## src/rtl/seg7_reader.sv

```systemverilog
// Seven-segment pattern reader: debounces an active-low segment bus into hex digits
// with a valid/ready handoff. Define SEG7_READER_HISTORY_EN to add the hist output.
module seg7_reader #(
   parameter int STABLE_CYCLES = 4
) (
   input  logic       clock,
   input  logic       resetn,
   input  logic [6:0] seg_in,
   input  logic       seg_valid,
   output logic [3:0] digit,
   output logic       digit_valid,
   input  logic       digit_ready,
   output logic       pat_err,
   output logic [7:0] digit_count
`ifdef SEG7_READER_HISTORY_EN
   ,
   output logic [15:0] hist
`endif
);

   // state       | meaning
   // IDLE        | no valid input seen; waiting for seg_valid
   // TRACK       | counting consecutive identical samples of cur_pat
   // HOLD        | digit offered, waiting for consumer handshake
   // WAIT_CHANGE | pattern already handled; waiting for it to change or drop
   typedef enum logic [1:0] {
      IDLE        = 2'd0,
      TRACK       = 2'd1,
      HOLD        = 2'd2,
      WAIT_CHANGE = 2'd3
   } state_t;

   localparam logic [7:0] STABLE_TC = 8'(STABLE_CYCLES);

   state_t     state, state_nxt;
   logic [6:0] cur_pat, cur_pat_nxt;
   logic [7:0] stab_cnt, stab_cnt_nxt;
   logic [3:0] digit_nxt;
   logic       pat_err_nxt;
   logic [7:0] digit_count_nxt;
   logic       eval;
   logic [4:0] dec;
`ifdef SEG7_READER_HISTORY_EN
   logic [15:0] hist_nxt;
`endif

   // {glyph_ok, value}
   function automatic logic [4:0] decode(input logic [6:0] pat);
      case (pat)
         7'h40:   decode = {1'b1, 4'h0};
         7'h79:   decode = {1'b1, 4'h1};
         7'h24:   decode = {1'b1, 4'h2};
         7'h30:   decode = {1'b1, 4'h3};
         7'h19:   decode = {1'b1, 4'h4};
         7'h12:   decode = {1'b1, 4'h5};
         7'h02:   decode = {1'b1, 4'h6};
         7'h78:   decode = {1'b1, 4'h7};
         7'h00:   decode = {1'b1, 4'h8};
         7'h10:   decode = {1'b1, 4'h9};
         7'h08:   decode = {1'b1, 4'hA};
         7'h03:   decode = {1'b1, 4'hB};
         7'h46:   decode = {1'b1, 4'hC};
         7'h21:   decode = {1'b1, 4'hD};
         7'h06:   decode = {1'b1, 4'hE};
         7'h0E:   decode = {1'b1, 4'hF};
         default: decode = {1'b0, 4'h0};
      endcase
   endfunction

   assign dec         = decode(seg_in);
   assign digit_valid = (state == HOLD);

   always_comb begin
      state_nxt       = state;
      cur_pat_nxt     = cur_pat;
      stab_cnt_nxt    = stab_cnt;
      digit_nxt       = digit;
      pat_err_nxt     = 1'b0;
      digit_count_nxt = digit_count;
      eval            = 1'b0;
`ifdef SEG7_READER_HISTORY_EN
      hist_nxt        = hist;
`endif
      case (state)
         IDLE: begin
            if (seg_valid) begin
               cur_pat_nxt  = seg_in;
               stab_cnt_nxt = 8'd1;
               state_nxt    = TRACK;
               eval         = 1'b1;
            end
         end
         TRACK: begin
            if (!seg_valid) begin
               stab_cnt_nxt = 8'd0;
               state_nxt    = IDLE;
            end else if (seg_in != cur_pat) begin
               cur_pat_nxt  = seg_in;
               stab_cnt_nxt = 8'd1;
               eval         = 1'b1;
            end else begin
               stab_cnt_nxt = stab_cnt + 8'd1;
               eval         = 1'b1;
            end
         end
         HOLD: begin
            if (digit_ready) begin
               if (digit_count != 8'hFF) digit_count_nxt = digit_count + 8'd1;
`ifdef SEG7_READER_HISTORY_EN
               hist_nxt = {hist[11:0], digit};
`endif
               state_nxt = WAIT_CHANGE;
            end
         end
         WAIT_CHANGE: begin
            if (!seg_valid) begin
               stab_cnt_nxt = 8'd0;
               state_nxt    = IDLE;
            end else if (seg_in != cur_pat) begin
               cur_pat_nxt  = seg_in;
               stab_cnt_nxt = 8'd1;
               state_nxt    = TRACK;
               eval         = 1'b1;
            end
         end
         default: state_nxt = IDLE;
      endcase

      // Acceptance uses the count being written, so a pattern sampled at edge N
      // is offered right after edge N+STABLE_CYCLES-1.
      if (eval && (stab_cnt_nxt == STABLE_TC)) begin
         if (dec[4]) begin
            digit_nxt = dec[3:0];
            state_nxt = HOLD;
         end else begin
            pat_err_nxt = 1'b1;
            state_nxt   = WAIT_CHANGE;
         end
      end
   end

   always_ff @(posedge clock or negedge resetn) begin
      if (!resetn) begin
         state       <= IDLE;
         cur_pat     <= 7'h7F;
         stab_cnt    <= 8'd0;
         digit       <= 4'd0;
         pat_err     <= 1'b0;
         digit_count <= 8'd0;
`ifdef SEG7_READER_HISTORY_EN
         hist        <= 16'd0;
`endif
      end else begin
         state       <= state_nxt;
         cur_pat     <= cur_pat_nxt;
         stab_cnt    <= stab_cnt_nxt;
         digit       <= digit_nxt;
         pat_err     <= pat_err_nxt;
         digit_count <= digit_count_nxt;
`ifdef SEG7_READER_HISTORY_EN
         hist        <= hist_nxt;
`endif
      end
   end

endmodule

```

## config.mk

```make
export PLATFORM = sky130hd
export DESIGN_NAME = seg7_reader
export DESIGN_NICKNAME = d
export VERILOG_FILES = /design/src/rtl/seg7_reader.sv
export SDC_FILE = /design/constraint.sdc
export NUM_CORES = 1
export LEC_CHECK = 0
export ABC_AREA = 1
export BUFFER_PORTS_ARGS = -buffer_cell sky130_fd_sc_hd__buf_2
export CORE_MARGIN = 4
export CORE_UTILIZATION = 40
export DETAILED_ROUTE_END_ITERATION = 10
export GPL_TIMING_DRIVEN = 0
export HOLD_SLACK_MARGIN = 0.08
export PLACE_DENSITY_LB_ADDON = 0.12
export SYNTH_ARGS = -nofsm -noshare
export SYNTH_HDL_FRONTEND = slang
export SYNTH_SLANG_ARGS = --single-unit
```

## constraint.sdc

```tcl
create_clock -name clock -period 2.04 [get_ports clock]
set_input_delay 0.306 -clock clock [delete_from_list [all_inputs] [get_ports clock]]
set_output_delay 0.306 -clock clock [all_outputs]
set_load 0.005 [all_outputs]
```

## Yosys cells after proc, flatten, opt, wreduce, memory -nomap -nowiden

Index checks and enable logic that the tools add are counted.

| cells by class | value |
|---|---|
| mux-type cells | 25 |
| equality and inequality tests | 28 |
| $add $sub $neg | 2 |
| reduce and logical (&&, ||, !) cells | 10 |

Operators by type and width:

| operator | number |
|---|---|
| 5-bit case mux with 16 select lines | 1 |
| 8-bit two-way mux | 5 |
| 7-bit == test (second input constant) | 4 |
| 8-bit case mux with 3 select lines | 1 |
| 7-bit by 5-bit == test with 1-bit output (second input constant) | 3 |
| 7-bit by 6-bit == test with 1-bit output (second input constant) | 3 |
| 7-bit two-way mux | 3 |
| 8-bit by 1-bit adder with 8-bit output (second input constant) | 2 |
| 7-bit by 2-bit == test with 1-bit output (second input constant) | 2 |
| 7-bit by 4-bit == test with 1-bit output (second input constant) | 2 |
| 7-bit case mux with 2 select lines | 1 |
| 2-bit two-way mux | 6 |
| 8-bit by 3-bit == test with 1-bit output (second input constant) | 1 |
| 8-bit != test (second input constant) | 1 |
| 2-bit case mux with 4 select lines | 1 |
| 4-bit AND reduction | 2 |
| 7-bit by 3-bit == test with 1-bit output (second input constant) | 1 |
| 7-bit logical NOT | 1 |
| 7-bit != test | 1 |
| 1-bit two-way mux | 6 |
| 3-bit != test (second input constant) | 2 |
| 2-bit == test (second input constant) | 2 |
| 2-bit by 1-bit != test with 1-bit output (second input constant) | 2 |
| 4-bit != test (second input constant) | 1 |
| 10 further kinds | 11 |

| storage, ports and cells | value |
|---|---|
| output and inout bits | 14 |
| register bits after elaboration | 30 |
| input bits | 11 |
| logic and storage cells | 71 |

## Longest topological paths before layout

| logic depth | value |
|---|---|
| depth after elaboration | 8 |
| mapped depth | 18 |
| mapped depth without buffers | 17 |

## Least setup slack after synthesis

OpenSTA, ideal clock, no wires.

| path | value |
|---|---|
| kind | reg2reg |
| start point | register cur_pat[6] |
| end point | register digit[1] |
| stages on the path, launching flop included | 17 |
| slack | 0.194 ns |
| path buffers | 1 |
| arrival | 1.729 ns |
| setup time | 0.117 ns |
| period minus slack after synthesis | 1.846 ns |
| data required time | 1.923 ns |
| cells stage by stage | dfstp_2 > inv_1 > nand2_1 > nand2_1 > nor2_1 > nand2_1 > nor2_4 > buf_6 > nand2_2 > nand2_1 > nand2_1 > nand2_2 > nand2_2 > nor2_4 > nand3_2 > o21ai_1 > inv_1 |

| between the ends | value |
|---|---|
| word-level cells in the longest chain between the ends | 7 |
| elaborated cells between the ends (all ways) | 12 |
| classes of those cells | eq/ne: 2; mux: 8; reduce/logical: 2 |

Ends and longest elaborated chain:

| item | line | text |
|---|---|---|
| start, declared | 36 | `logic [6:0] cur_pat, cur_pat_nxt;` |
| start signal, assigned | 155 | `cur_pat <= cur_pat_nxt;` |
| 7-bit != test * | 97, 119 |  |
| 8-bit two-way mux, on equally long branches | 119, 97 |  |
| 8-bit two-way mux, on equally long branches | 116, 94 |  |
| 8-bit case mux with 3 select lines | 84 | `case (state)` |
| 8-bit by 3-bit == test with 1-bit output | 131 | `if (eval && (stab_cnt_nxt == STABLE_TC)) begin` |
| 1-bit logical AND * | 131 |  |
| 2-bit AND reduction (no source line) * | -- |  |
| end signal, assigned | 157 | `digit <= digit_nxt;` |
| end, declared | 10 | `output logic [3:0] digit,` |

Every way passes the cells marked *; elsewhere a longest branch is shown, timed or not.
A chain may end at the register's enable or synchronous reset.

## Worst setup path in the final report

| path | value |
|---|---|
| start point | register state[1] |
| end point | register digit[1] |

| between the ends | value |
|---|---|
| word-level cells in the longest chain between the ends | 5 |
| elaborated cells between the ends (all ways) | 9 |
| classes of those cells | eq/ne: 3; mux: 2; reduce/logical: 4 |

Ends and longest elaborated chain:

| item | line | text |
|---|---|---|
| start, declared | 35 | `state_t state, state_nxt;` |
| start signal, assigned | 154 | `state <= state_nxt;` |
| 2-bit == test (tied with other cells) | 84 |  |
| 8-bit case mux with 3 select lines * | 84 |  |
| named net stab_cnt_nxt[4] | 37 | `logic [7:0] stab_cnt, stab_cnt_nxt;` |
| 8-bit by 3-bit == test with 1-bit output * | 131 |  |
| 1-bit logical AND * | 131 |  |
| 2-bit AND reduction (no source line) * | -- |  |

Mark *: on every way through the listed nets, which the timed path passes. The rest lies on a longest branch.

==> results list <==
* Outcome: complete, no violations
* Launching element type of the critical path: flip-flop
- Endpoint kind of the worst setup timing path: flip-flop
- Row cnt: 25
- Yosys attributes the largest share of cell area to sky130_fd_sc_hd__dfrtp_1 (28%), sky130_fd_sc_hd__nand2_1 (14%), sky130_fd_sc_hd__dfstp_2 (9.1%).
* HP Class: in -> async
- Number of iterations in the first detailed-routing pass: 4
- Among the stages of the critical path, the cell type that occurs most often is sky130_fd_sc_hd__nand2_1.
- IO Count: 25
- CTS Buffer Depth: 2
- Post-route standard cell area excluding fillers: around 2400 um2
- Library cell with the largest summed area after synthesis: sky130_fd_sc_hd__dfrtp_1
- Excluding fillers, the count of instances in the completed layout stands at 395.
- Drt initial violations: 60
- The initial antenna violation count was 0.
- After floorplanning, the core was sized to cover ~4800 um2.
* Nets@finish: 340
* Number of cells on the worst reg-to-reg path: 13
* Top cell types by occurrence after synthesis: sky130_fd_sc_hd__nand2_1 (75), sky130_fd_sc_hd__inv_1 (38), sky130_fd_sc_hd__nor2_1 (33)
- Crit path kind: reg -> reg
* HPWL reported at the end of detailed placement: 3.50 mm
* Number of antenna cells inserted: 0
- Static timing analysis puts the maximum clock frequency at 496 MHz.
- Clk slew on worst S/H paths: 70 ps
- Yosys printed 0 warnings.
- The routed design could run at a clock period as short as approximately 2000 ps.
- Overall fraction of global-route tracks in use: 15.8%
- Antenna-violating nets left: 0
* Number of global-route vias before repair: 1759
- Across the run, the number of max-cap violations was 0.
* Fin crit share: ~100%
- STA puts the critical path data required time at 2210 ps.
- Summed over all layers, the routed wires come to 4.61 mm.
* Total congestion overflow: 0
- Wire length of the first global-routing pass: 7.96 mm
- Final Hold Fails: 0
* Path length in cells of the critical path: 13
* H-tree lvl count: 2
* Actual transition at the worst max-transition pin: around 700 ps
- Measured along the y axis, the die boundary spans 79.1 um.
* Critical Path Fanout Max: 10
- The kind of cell with the highest combined delay along the critical path is simple AND/OR/NAND/NOR gates.
- Total DRC errors in the routed layout: 0
* Final setup viols: 0
- The analysis attributes to cell leakage a power of between 1 and 1.5 nW.
- Setup total negative slack on the finished layout was measured at 0 ps.
- Die ar.: 6260 um2
- Dividing total power by cell area gives a power density of 948 nW/um2.
- Entering global routing, the biggest net connects 31 pins.
- TritonCTS built the clock tree.
- The number of placed instances, taps included, is 380.
- From left edge to right edge, the die measures between 70 and 80 um.
- Setup repair after global routing could not meet its margin everywhere.
- The worst-case IR drop observed on VDD is ~620 uV.
* Area Growth Syn to Fin: 20.8%
* Flops & latches, synth: 30
- Share of synthesized flip-flops with an asynchronous set or reset: 100%
- Walking the worst path, the cells encountered are inv_1, clkbuf_4, nand2_1, o21ai_0, nor2_1, nand3_1, nand2_1, nor2_1, nand2_1, nor2_4, nand3_4, o21ai_2, inv_1.
- Synthesis produced 289 cells.
- For this design, the slowest cell found on the critical path is sky130_fd_sc_hd__dfrtp_1.
- The post-route netlist has 27.1% of its cells at a drive strength greater than 1.
- Dividing the detail-routed wire length by the instance count gives 11.7 um.
- Port buffer count: 24
- Summing all placed instances gives a cell area of between 2000 and 2500 um2.
- The clock drives 30 sinks.
- Crit-path max cell delay: around 430 ps
- Count of final max-slew check failures: 0
* Core occupancy in the finished layout: 50.8%
* CTS Root Cell: sky130_fd_sc_hd__clkbuf_8
* Hold_buf cts: 0
- Final critical-path setup slack: 22.9 ps
- Final weighted congestion in routability-driven placement: 0.910
- Worst path bufs/invs: 3
- After synthesis, flip-flops and latches occupy 37.5% of the total area.
- Of the post-synthesis cell area, the dominant cell type holds 28.4%.
* Main synth FF type: sky130_fd_sc_hd__dfrtp_1
- Post-synth cell types: 34
- Synthesized area per cell: roughly 7.0 um2
* Most instantiated library cell after synthesis: sky130_fd_sc_hd__nand2_1
* TritonCTS Buffers: 5
* Clk_lat worst skew: 270 ps
- At the worst endpoint, the arrival time is 2180 ps.
* Number of enable flip-flop cells after synthesis: 0
- Via count: 1885
- The initial utilization of the core area, before any placement, comes to 42.0%.
- Post-DR vias/cell: approximately 4.8
* Slew margin rel.: 52.6%
- The mapped netlist covers ~2000 um2.
- Worst-case setup slack after placement: -129 ps
- Clock skew: 5.29 ps
- Counting every net in the synthesized netlist gives 302.
==> placed cells by master (no fill, tap or decap), types with 2 or more instances in the layout <==
master and count:
sky130_fd_sc_hd__nor2_2 3, sky130_fd_sc_hd__nand3_1 23, sky130_fd_sc_hd__mux2_2 2, sky130_fd_sc_hd__a21oi_1 5, sky130_fd_sc_hd__nand2_2 15, sky130_fd_sc_hd__nor2_4 5, sky130_fd_sc_hd__buf_2 25, sky130_fd_sc_hd__nor3_1 10
sky130_fd_sc_hd__nor4_1 4, sky130_fd_sc_hd__nand3b_1 4, sky130_fd_sc_hd__clkbuf_8 6, sky130_fd_sc_hd__nand4_1 2, sky130_fd_sc_hd__ha_1 2, sky130_fd_sc_hd__dfrtp_1 23, sky130_fd_sc_hd__nand3_2 3, sky130_fd_sc_hd__nor2_1 30
sky130_fd_sc_hd__inv_2 6, sky130_fd_sc_hd__dfstp_2 7, sky130_fd_sc_hd__o21ai_2 2, sky130_fd_sc_hd__xnor2_1 4, sky130_fd_sc_hd__xor2_1 6, sky130_fd_sc_hd__inv_1 37, sky130_fd_sc_hd__buf_4 7, sky130_fd_sc_hd__o21ai_0 12
sky130_fd_sc_hd__o21ai_1 2, sky130_fd_sc_hd__nand2_1 68
==> power by group <==
part | internal, mW | total (mW) | switching [mW]
combinational | 0.374 | 0.930 | 0.556
sequential | 0.765 | 0.900 | 0.134
clock | 0.272 | 0.488 | 0.216
==> logic make-up (layout without fill, tap and decap cells) <==
kind of cell,Yosys count,after routing,share of synthesized area [%]
flops,30,30,37.5
simple gates,170,170,38.6
compound gates,28,28,7.98
fa+ha+maj,2,2,1.24
xor+xnor,10,10,4.33
buf+inv,47,86,9.21
mux,2,2,1.11
==> worst paths after layout <==
| kind | startpoint | to | slack, ps |
|---|---|---|---|
| min | resetn | digit_count[1] | 60 |
| max | state[1] | digit[1] | 20 |
| min in group clock | seg_in[4] | cur_pat[4] | 340 |
| min reg2reg | digit_count[7] | digit_count[7] | 490 |
| max in group asynchronous | resetn | stab_cnt[2] | 1550 |
| max reg2reg | state[1] | digit[1] | 20 |
==> repair_timing <==
action / in CTS / in global routing
resized for setup: 7 / 18
cloned: 1 / 0
setup buffers: 6 / 0
endpoints found under the setup margin: 10 / 13
pin swaps: 8 / 12
==> routing by layer <==
metal / up-vias / GRT usage, % / part of all wire (%)
met2: 32 / 23.8 / 44
met4: 0 / 4.81 / 1.0
met1: 850 / 22.7 / 51
li1: 998 / - / -
met5: - / 0 / 0
met3: 5 / 3.29 / 3.5
==> state kept, by name, summed over array words and instances, names as in the netlist <==
signal,count
digit_count,8
cur_pat,7
state,2
digit,4
pat_err,1
stab_cnt,8
==> layout make-up <==
cell class | instances | area [um2]
plain buffers | 4 | 28.8
clock buffers | 7 | 86.3
clock inverters | 1 | 5.00
fillers | 510 | 2370
inverters | 43 | 161
multi-input cells | 212 | 1150
flip-flops and latches | 30 | 759
well taps | 67 | 83.8
repair buffers | 31 | 173
==> worst register-to-register path, stage by stage (launching register included) <==
cell and delay, ps:
sky130_fd_sc_hd__dfrtp_1 430, sky130_fd_sc_hd__inv_1 110, sky130_fd_sc_hd__clkbuf_4 230, sky130_fd_sc_hd__nand2_1 90, sky130_fd_sc_hd__o21ai_0 160, sky130_fd_sc_hd__nor2_1 60, sky130_fd_sc_hd__nand3_1 70, sky130_fd_sc_hd__nand2_1 110
sky130_fd_sc_hd__nor2_1 100, sky130_fd_sc_hd__nand2_1 90, sky130_fd_sc_hd__nor2_4 140, sky130_fd_sc_hd__nand3_4 130, sky130_fd_sc_hd__o21ai_2 150, sky130_fd_sc_hd__inv_1 50
==> per-stage QoR <==
step / power [mW] / hold WS (ps)
2_1_floorplan: 1.47 / 10.4
3_3_place_gp: 1.69 / 384
3_5_place_dp: 1.70 / 381
4_1_cts: 2.29 / 87.1
5_1_grt: 2.52 / 106
6_report: 2.32 / 60.2
Note: power is estimated with default switching activity, not from simulation.
